$ cat src/rtl/buck_ctrl.sv
`default_nettype none
// +----------------------------------------------------------------------------+
// | buck_ctrl : PWM controller for a buck stage. Soft-start, integral voltage  |
// |             regulation, cycle-by-cycle current limit and fault auto-retry. |
// | Revision  : 1.0                                                            |
// +----------------------------------------------------------------------------+
module buck_ctrl #(
    parameter int PERIOD   = 200,
    parameter int DUTY_MAX = 180,
    parameter int SS_STEP  = 2,
    parameter int WIDTH    = 16,
    parameter int BLANK    = 10,
    parameter int OC_COUNT = 4,
    parameter int RETRY    = 50
) (
    input  logic                    clk,
    input  logic                    rst,
    input  logic                    en,
    input  logic signed [WIDTH-1:0] v_ref,
    input  logic signed [WIDTH-1:0] i_limit,
    input  logic signed [WIDTH-1:0] v_out,
    input  logic signed [WIDTH-1:0] i_mag,
    output logic                    gate,
    output logic [7:0]              duty,
    output logic [1:0]              state,
    output logic                    fault,
    output logic                    sync
);

    localparam int OCW = $clog2(OC_COUNT + 1);
    localparam int RW  = $clog2(RETRY + 1);

    localparam logic [7:0]     C_LAST   = 8'(PERIOD - 1);
    localparam logic [7:0]     C_BLANK  = 8'(BLANK);
    localparam logic [8:0]     C_DMAX   = 9'(DUTY_MAX);
    localparam logic [7:0]     C_DMAX8  = 8'(DUTY_MAX);
    localparam logic [8:0]     C_STEP   = 9'(SS_STEP);
    localparam logic [OCW-1:0] C_OCN    = OCW'(OC_COUNT);
    localparam logic [RW-1:0]  C_RLAST  = RW'(RETRY - 1);

    typedef enum logic [1:0] {
        IDLE  = 2'd0,
        SOFT  = 2'd1,
        REG   = 2'd2,
        FAULT = 2'd3
    } state_t;

    state_t           r_state;
    state_t           w_state_nx;
    logic [7:0]       r_cnt;
    logic [7:0]       r_duty;
    logic [7:0]       w_duty_nx;
    logic [8:0]       w_inc;
    logic [8:0]       w_up;
    logic             r_oc_flag;
    logic             r_sync;
    logic [OCW-1:0]   r_oc_run;
    logic [OCW-1:0]   w_oc_run_nx;
    logic [RW-1:0]    r_retry;
    logic [RW-1:0]    w_retry_nx;
    logic             w_wrap;
    logic             w_active;
    logic             w_gate;
    logic             w_oc_hit;
    logic             w_trip;

    assign w_wrap      = (r_cnt == C_LAST);
    assign w_active    = (r_state == SOFT) || (r_state == REG);
    assign w_gate      = w_active && (r_cnt < r_duty) && !r_oc_flag;
    assign w_oc_hit    = w_gate && (r_cnt >= C_BLANK) && (i_mag > i_limit);
    assign w_oc_run_nx = r_oc_flag ? (r_oc_run + 1'b1) : '0;
    assign w_trip      = w_active && (w_oc_run_nx == C_OCN);
    assign w_inc       = {1'b0, r_duty} + C_STEP;
    assign w_up        = {1'b0, r_duty} + 9'd1;

    // Decision applied at the wrap edge; priority is trip, then disable, then duty update.
    always_comb begin
        w_state_nx = r_state;
        w_duty_nx  = r_duty;
        w_retry_nx = r_retry;
        case (r_state)
            IDLE: begin
                w_duty_nx = '0;
                if (en) w_state_nx = SOFT;
            end
            SOFT, REG: begin
                if (w_trip) begin
                    w_state_nx = FAULT;
                    w_duty_nx  = '0;
                    w_retry_nx = '0;
                end else if (!en) begin
                    w_state_nx = IDLE;
                    w_duty_nx  = '0;
                end else if (r_state == SOFT) begin
                    w_duty_nx = (w_inc > C_DMAX) ? C_DMAX8 : w_inc[7:0];
                    if ((v_out >= v_ref) || (r_duty == C_DMAX8)) w_state_nx = REG;
                end else if (v_out < v_ref) begin
                    w_duty_nx = (w_up > C_DMAX) ? C_DMAX8 : w_up[7:0];
                end else if ((v_out > v_ref) && (r_duty != 8'd0)) begin
                    w_duty_nx = r_duty - 8'd1;
                end
            end
            FAULT: begin
                w_duty_nx = '0;
                if (r_retry == C_RLAST) begin
                    w_state_nx = IDLE;
                    w_retry_nx = '0;
                end else begin
                    w_retry_nx = r_retry + 1'b1;
                end
            end
        endcase
    end

    always_ff @(posedge clk) begin
        if (rst) r_state <= IDLE;
        else if (w_wrap) r_state <= w_state_nx;
    end

    always_ff @(posedge clk) begin
        if (rst) begin
            r_cnt     <= '0;
            r_sync    <= 1'b0;
            r_duty    <= '0;
            r_oc_flag <= 1'b0;
            r_oc_run  <= '0;
            r_retry   <= '0;
        end else begin
            r_cnt  <= w_wrap ? 8'd0 : (r_cnt + 8'd1);
            r_sync <= w_wrap;
            if (w_wrap) begin
                r_duty    <= w_duty_nx;
                r_oc_flag <= 1'b0;
                r_oc_run  <= (w_state_nx == FAULT) ? '0 : w_oc_run_nx;
                r_retry   <= w_retry_nx;
            end else if (w_oc_hit) begin
                r_oc_flag <= 1'b1;
            end
        end
    end

    assign gate  = w_gate;
    assign duty  = r_duty;
    assign state = r_state;
    assign fault = (r_state == FAULT);
    assign sync  = r_sync;

endmodule
`default_nettype wire

$ cat config.mk
export PLATFORM = sky130hd
export DESIGN_NAME = buck_ctrl
export DESIGN_NICKNAME = d
export VERILOG_FILES = /design/src/rtl/buck_ctrl.sv
export SDC_FILE = /design/constraint.sdc
export NUM_CORES = 1
export LEC_CHECK = 0
export ABC_AREA = 1
export ABC_CLOCK_PERIOD_IN_PS = 2500
export CAP_MARGIN = 10
export CORE_ASPECT_RATIO = 1.1
export CORE_MARGIN = 5
export CORE_UTILIZATION = 52
export CTS_BUF_LIST = sky130_fd_sc_hd__clkbuf_4
export DETAILED_ROUTE_END_ITERATION = 6
export HOLD_SLACK_MARGIN = 0.03
export PLACE_DENSITY = 0.84
export SLEW_MARGIN = 15
export SYNTH_ARGS = -nofsm -noshare
export SYNTH_HDL_FRONTEND = slang
export SYNTH_SLANG_ARGS = --single-unit
export TNS_END_PERCENT = 5
$ cat constraint.sdc
create_clock -name clk -period 2.5 [get_ports clk]
set_clock_uncertainty 0.2 [all_clocks]
set_input_delay 0.5 -clock clk [delete_from_list [all_inputs] [get_ports clk]]
set_output_delay 0.5 -clock clk [all_outputs]
set_load 0.02 [all_outputs]
==> flow_metrics.py, run 1 <==
metrics = {
    "finish": {
        "final_common_cell": "nand2_1",
        "syn2layout_area_growth_pct": 52.44,
        "multi_input_area_um2": 2653,
        "layout-drive-gt1-share_pct": 27.87,
        "final_cells": 672,
        "num_antenna_cells": 0,
        "seqCellArea_um2": 586.8,
        "nFillCells": 377,
        "final_cell_mix": "nand2_1 (73), inv_1 (63), clkdlybuf4s50_1 (62)",
        "final_nets": 712,
    },
    "pwr": {
        "powerDensity_nw_per_um2": 247.7,
        "leakagePower_uw": 0.002281,
        "vdd_drop_max_mv": 0.1406,
    },
    "yosys": {
        "synth.distinct_cells": 44,
        "synth_cells": 469,
        "syn-num-nets": 590,
        "synth-main-ff-cell": "dfxtp_1",
        "synthArstFlopShare_pct": 0,
        "yosys_register_bits": 29,
        "synthesis.area_um2": 3226,
        "synth_warnings": 0,
        "syn_avg_cell_area_um2": 6.878,
        "synth-edff-count": 0,
        "ys_seq_area_share_pct": 18.00,
    },
    "global_routing": {
        "grt_util_met3_pct": 3.648,
        "grt_pass1_vias": 3641,
        "grt_util_met2_pct": 43.52,
        "grt_first_pass_wirelength_um": 15100,
        "grt_max_degree": 12,
        "track_usage_pct": 22.84,
        "grt_use_met1_pct": 24.62,
        "antenna_found_initial": 0,
        "top_usage_layer": "met2",
        "grt-ovfl-total": 0,
    },
    "floorplan": {
        "start_util_pct": 52.72,
        "dieArea_um2": 7880,
        "row_count": 30,
        "die_h_um": 92.61,
        "coreArea_um2": 6118,
        "ios": 80,
        "dieWidth_um": 85.10,
    },
    "sta": {
        "hold_slack_ns": 0.2739,
        "worst_pin_slew_ns": 0.4067,
        "slew_headroom_pct": 72.68,
        "period_minus_slack_ns": 2.574,
        "clock.fmax_mhz": 388.5,
        "setup_tns_ns": -0.5329,
        "period_share_pct": 103.0,
        "hold_viol": 0,
        "setup_ws_ns": -0.07383,
        "setup_viol_count_final": 11,
        "finalMaxSlewViolations": 0,
    },
    "route": {
        "wl_per_cell_um": 16.62,
        "firstDrtPassIters": 6,
        "ant_nets": 0,
        "via_per_inst": 5.688,
        "vias": 3822,
        "routed_wl_um": 11170,
        "drt_iter0_markers": 326,
        "route.detailed.drc": 0,
    },
    "worst_setup_path": {
        "worst-path-buf-inv": 3,
        "arrival_ns": 2.65,
        "cp_max_fo": 4,
        "r2r_setup_slack_ns": 0.02,
        "crit_path_cell_trace": "clkdlybuf4s50_1 -> ha_4 -> nand2_4 -> nor2_4 -> buf_6 -> a21oi_4 -> nand2_2 -> nand2_4 -> nand2_4 -> nand3_2 -> nand2_2 -> inv_4 -> nand2_1 -> a21oi_1 -> o21a_1",
        "cp.required_ns": 2.58,
        "crit_path_end_kind": "flip-flop",
        "cp-start-kind": "primary input",
        "slowest_delay_ns": 0.52,
        "cp_slowest_cell": "clkdlybuf4s50_1",
        "critPathMostFrequentCell": "nand2_4",
        "critical_path.top_delay_family": "buffers and inverters",
        "crit_type": "primary input to flip-flop",
    },
    "run_status": {
        "violations": "negative setup slack",
        "status": "finished with violations",
    },
    "place": {
        "hpwl_um": 7394,
        "post-place-ws_ns": -0.4404,
        "port_buffers": 79,
        "dp.cells": 663,
        "routabilityCongestion": 0.9042,
    },
    "clock_tree": {
        "cts.sinks": 29,
        "cts_tree": "built",
        "cts_inserted_buffers": 5,
        "clock_latency_ns": 0.34,
        "cts.reportedPaths.clkPinSlew_ns": 0.11,
        "root_buffer": "clkbuf_4",
        "cts_max_path_buffers": 2,
        "htree_levels": 2,
    },
    "worst_hold_path": {
        "hold_path.class": "flip-flop to flip-flop",
    },
    "run": {
        "drv_cap": 0,
    },
}
[worst reg2reg max path, cell delays in order, from the launching register on]
cell and delay, ns:
dfxtp_1 0.36, buf_4 0.18, ha_2 0.24, nand3_4 0.13, xor2_2 0.26, nand2_1 0.13, nand2_1 0.14, nand3_1 0.09
nand2_1 0.09, nand2_2 0.06, nand2_4 0.09, inv_2 0.06, o21ai_2 0.13, nor3_1 0.06, o21a_1 0.16
[repair_timing]
item	CTS	global route
hold endpoints to repair	0	0
pin swaps	16	42
gates resized for setup	24	89
setup buffers	0	1
hold buffers	0	0
setup endpoints to repair	12	14
[flip-flops by register name, indices dropped and copies added (netlist names)]
register	count
duty	8
r_cnt	8
r_retry	6
r_oc_run	3
state	2
r_oc_flag	1
sync	1
[worst paths after layout]
| kind | depth (start not counted) | to | from |
|---|---|---|---|
| min | 2 | r_oc_run[1] | r_oc_run[1] |
| min reg2reg | 2 | r_oc_run[1] | r_oc_run[1] |
| max reg2reg | 14 | duty[0] | duty[2] |
| max | 15 | duty[0] | v_out[14] |
[synth_stat cells, types with 4 or more instances]
master	count	area (um2)
nand2_1	88	330.3
inv_1	75	281.5
ha_1	54	675.7
a21oi_1	33	165.2
nor2_1	31	116.4
dfxtp_1	29	580.6
nand3_1	20	100.1
o21ai_0	18	90.09
inv_2	12	45.04
o21ai_1	11	55.05
xor2_1	11	96.34
nor3_1	9	45.04
nand4_1	7	43.79
nand2_2	5	31.28
nor4_1	5	31.28
o211ai_1	5	37.54
a211oi_1	4	30.03
buf_4	4	30.03
nor2_4	4	45.04
o21a_1	4	30.03
[power breakdown]
part / internal (uW) / switching (uW)
clock network: 109 / 200
logic: 227 / 213
registers: 466 / 3.36
total: 802 / 416
[cells by family (layout without fill, tap and decap cells)]
logic type	Yosys count	after routing	synth area share (%)
flip-flops	29	29	18.00
AND/OR/NAND/NOR	185	185	28.05
XOR/XNOR	16	16	4.810
buffers and inverters	97	220	12.26
AO/OA/AOI/OAI	88	88	15.94
adder cells (fa/ha/maj)	54	54	20.95
[metrics by stage]
step | cell area, um2 | power [uW] | util (%)
floorplan | 3226 | 631.7 | -
global placement | 4397 | 786.9 | 71.86
detailed placement | 4397 | 801.6 | 71.86
CTS | 4547 | 1120 | 74.31
global route | 4917 | 1283 | 80.37
finish | 4917 | 1218 | 80.37
[layer usage]
layer	part of all wire (%)	vias up
met3	7.5	81
met4	7.1	0
li1	-	1779
met5	0	-
met1	34	1742
met2	52	220
[layout make-up]
| class | count | area share [%] |
|---|---|---|
| clock buffers | 5 | 0.7634 |
| flip-flops and latches | 29 | 11.93 |
| well taps | 80 | 2.036 |
| multi-input cells | 343 | 53.94 |
| repair buffers | 121 | 23.84 |
| clock inverters | 3 | 0.4580 |
| inverters | 91 | 7.023 |
(Power assumes the default switching activity.)
==> run 2, diff against run 1 <==
--- a/config.mk
+++ b/config.mk
@@ -6,7 +6,7 @@
 export NUM_CORES = 1
 export LEC_CHECK = 0
 export ABC_AREA = 1
-export ABC_CLOCK_PERIOD_IN_PS = 2500
+export ABC_CLOCK_PERIOD_IN_PS = 2600
 export CAP_MARGIN = 10
 export CORE_ASPECT_RATIO = 1.1
 export CORE_MARGIN = 5
==> constraint.sdc (replaced) <==
create_clock -name clk -period 2.6 [get_ports clk]
set_clock_uncertainty 0.2 [all_clocks]
set_input_delay 0.52 -clock clk [delete_from_list [all_inputs] [get_ports clk]]
set_output_delay 0.52 -clock clk [all_outputs]
set_load 0.02 [all_outputs]
==> flow_metrics.py, run 2 (same netlist as run 1, synthesis figures left out) <==
metrics = {
    "finish": {
        "final_cell_area_um2": 4741,
        "num_antenna_cells": 0,
        "final_nets": 708,
        "final_cell_mix": "nand2_1 (74), clkdlybuf4s50_1 (73), inv_1 (69)",
        "final_common_cell": "nand2_1",
        "layout-drive-gt1-share_pct": 24.32,
        "syn2layout_area_growth_pct": 46.97,
    },
    "worst_setup_path": {
        "crit_path_end_kind": "flip-flop",
        "crit_path_cell_trace": "clkdlybuf4s50_1 -> inv_1 -> ha_1 -> nand2_1 -> inv_2 -> nand2_1 -> nand2_1 -> nand2_1 -> nand2_2 -> nand2_4 -> nand2_2 -> nand2_2 -> nand2_4 -> nand3_2 -> nand2_2 -> inv_4 -> nand2_1 -> a21oi_1 -> o21a_1",
        "critPathMostFrequentCell": "nand2_1",
        "cp-start-kind": "primary input",
        "cp.required_ns": 2.68,
        "critical_path.top_delay_family": "simple AND/OR/NAND/NOR gates",
        "cp_max_fo": 4,
        "slowest_delay_ns": 0.47,
        "cp_slowest_cell": "clkdlybuf4s50_1",
        "crit_type": "primary input to flip-flop",
        "worst-path-buf-inv": 4,
        "arrival_ns": 2.68,
    },
    "floorplan": {
        "row_count": 30,
        "start_util_pct": 52.72,
        "die_h_um": 92.61,
        "dieWidth_um": 85.10,
        "coreArea_um2": 6118,
        "dieArea_um2": 7880,
        "ios": 80,
    },
    "pwr": {
        "p_sw_uw": 368.1,
        "pwr-share-seq_pct": 37.1,
        "power_frac_comb_pct": 30.5,
        "p_sw_share_pct": 30.22,
        "leakagePower_uw": 0.002164,
        "p_total_uw": 1218,
        "powerDensity_nw_per_um2": 257.0,
        "vdd_drop_max_mv": 0.1808,
        "power_frac_clock_pct": 32.4,
        "p_int_uw": 850.1,
    },
    "route": {
        "route.detailed.drc": 0,
        "via_per_inst": 5.516,
        "vias": 3685,
        "routed_wl_um": 10040,
        "ant_nets": 0,
        "drt_iter0_markers": 231,
        "firstDrtPassIters": 5,
        "wl_per_cell_um": 15.03,
    },
    "clock_tree": {
        "clock_latency_ns": 0.34,
        "htree_levels": 2,
        "cts_tree": "built",
        "cts_max_path_buffers": 2,
        "cts.reportedPaths.clkPinSlew_ns": 0.11,
        "cts.sinks": 29,
        "root_buffer": "clkbuf_4",
        "cts_inserted_buffers": 5,
    },
    "sta": {
        "period_minus_slack_ns": 2.603,
        "setup_tns_ns": -0.002730,
        "setup_ws_ns": -0.002730,
        "setup_viol_count_final": 1,
        "slew_headroom_pct": 73.53,
        "finalMaxSlewViolations": 0,
        "hold_viol": 0,
        "rsz0062_at_grt": "yes",
        "clock.fmax_mhz": 384.2,
        "period_share_pct": 100.1,
        "worst_pin_slew_ns": 0.3934,
    },
    "global_routing": {
        "grt_first_pass_wirelength_um": 15610,
        "antenna_found_initial": 0,
        "track_usage_pct": 23.51,
        "grt_max_degree": 12,
        "grt_pass1_vias": 3682,
        "grt-ovfl-total": 0,
    },
    "place": {
        "placed_cell_area_um2": 4359,
        "hpwl_um": 7430,
        "port_buffers": 79,
        "routabilityCongestion": 0.9326,
    },
    "run_status": {
        "violations": "negative setup slack",
        "status": "finished with violations",
    },
    "run": {
        "drv_cap": 0,
    },
    "worst_hold_path": {
        "hold_path.class": "flip-flop to flip-flop",
    },
}
[run 2: what timing repair did]
action	in CTS	in global routing
buffers inserted	1	1
hold buffers	0	0
gates resized for setup	8	66
endpoints found under the setup margin	1	14
endpoints found under the hold margin	0	0
pin swaps	1	25
[run 2: power by group through the flow]
stage               logic, uW  clock network [uW]  registers [uW]
floorplan                 146                   0             462
global placement          292                   0             462
detailed placement        307                   0             462
CTS                       309                 397             452
global route              408                 420             453
finish                    371                 395             452
[run 2: path summary, 6_finish.rpt]
kind          startpoint     endpoint  slack [ns]  depth (start not counted)
min          r_oc_run[1]  r_oc_run[1]        0.28                          2
max             v_ref[2]      duty[0]      -0.003                         19
min reg2reg  r_oc_run[1]  r_oc_run[1]        0.28                          2
max reg2reg      duty[2]      duty[0]        0.15                         13
[run 2: metal layers]
| metal | vias to the layer above | global-route usage (%) | part of all wire, % |
|---|---|---|---|
| li1 | 1776 | - | - |
| met1 | 1693 | 25.39 | 37 |
| met2 | 171 | 44.17 | 53 |
| met3 | 45 | 4.004 | 5.7 |
| met4 | 0 | 10.16 | 4.2 |
| met5 | - | 0 | 0 |
[run 2: final cells by class]
cell class | instances | area (um2)
clock inverters | 3 | 46.29
flip-flops and latches | 29 | 585.6
repair buffers | 117 | 1111
fillers | 428 | 1378
inverters | 91 | 345.3
well taps | 80 | 100.1
clock buffers | 5 | 37.54
multi-input cells | 343 | 2515
[run 2: stage by stage]
| stage | hold WS, ns | util (%) | cells | setup WS [ns] |
|---|---|---|---|---|
| global placement | 0.2495 | 71.25 | 658 | -0.2860 |
| finish | 0.2830 | 77.48 | 668 | -0.002730 |
| global route | 0.3199 | 77.48 | 668 | -0.1095 |
| floorplan | 0.2299 | - | 469 | 0.1731 |
| CTS | 0.2786 | 72.72 | 667 | 0.008953 |
| detailed placement | 0.2609 | 71.25 | 658 | -0.3579 |
[run 2: worst reg2reg max path: stages (launching register included)]
cell	delay [ns]
dfxtp_1	0.36
buf_4	0.18
ha_1	0.27
nand3_4	0.14
nor2_4	0.12
xor2_2	0.23
nand2_1	0.11
o21ai_2	0.11
nand2_2	0.09
nand2_4	0.09
inv_2	0.05
o21ai_2	0.14
nor3_1	0.08
o21a_1	0.18
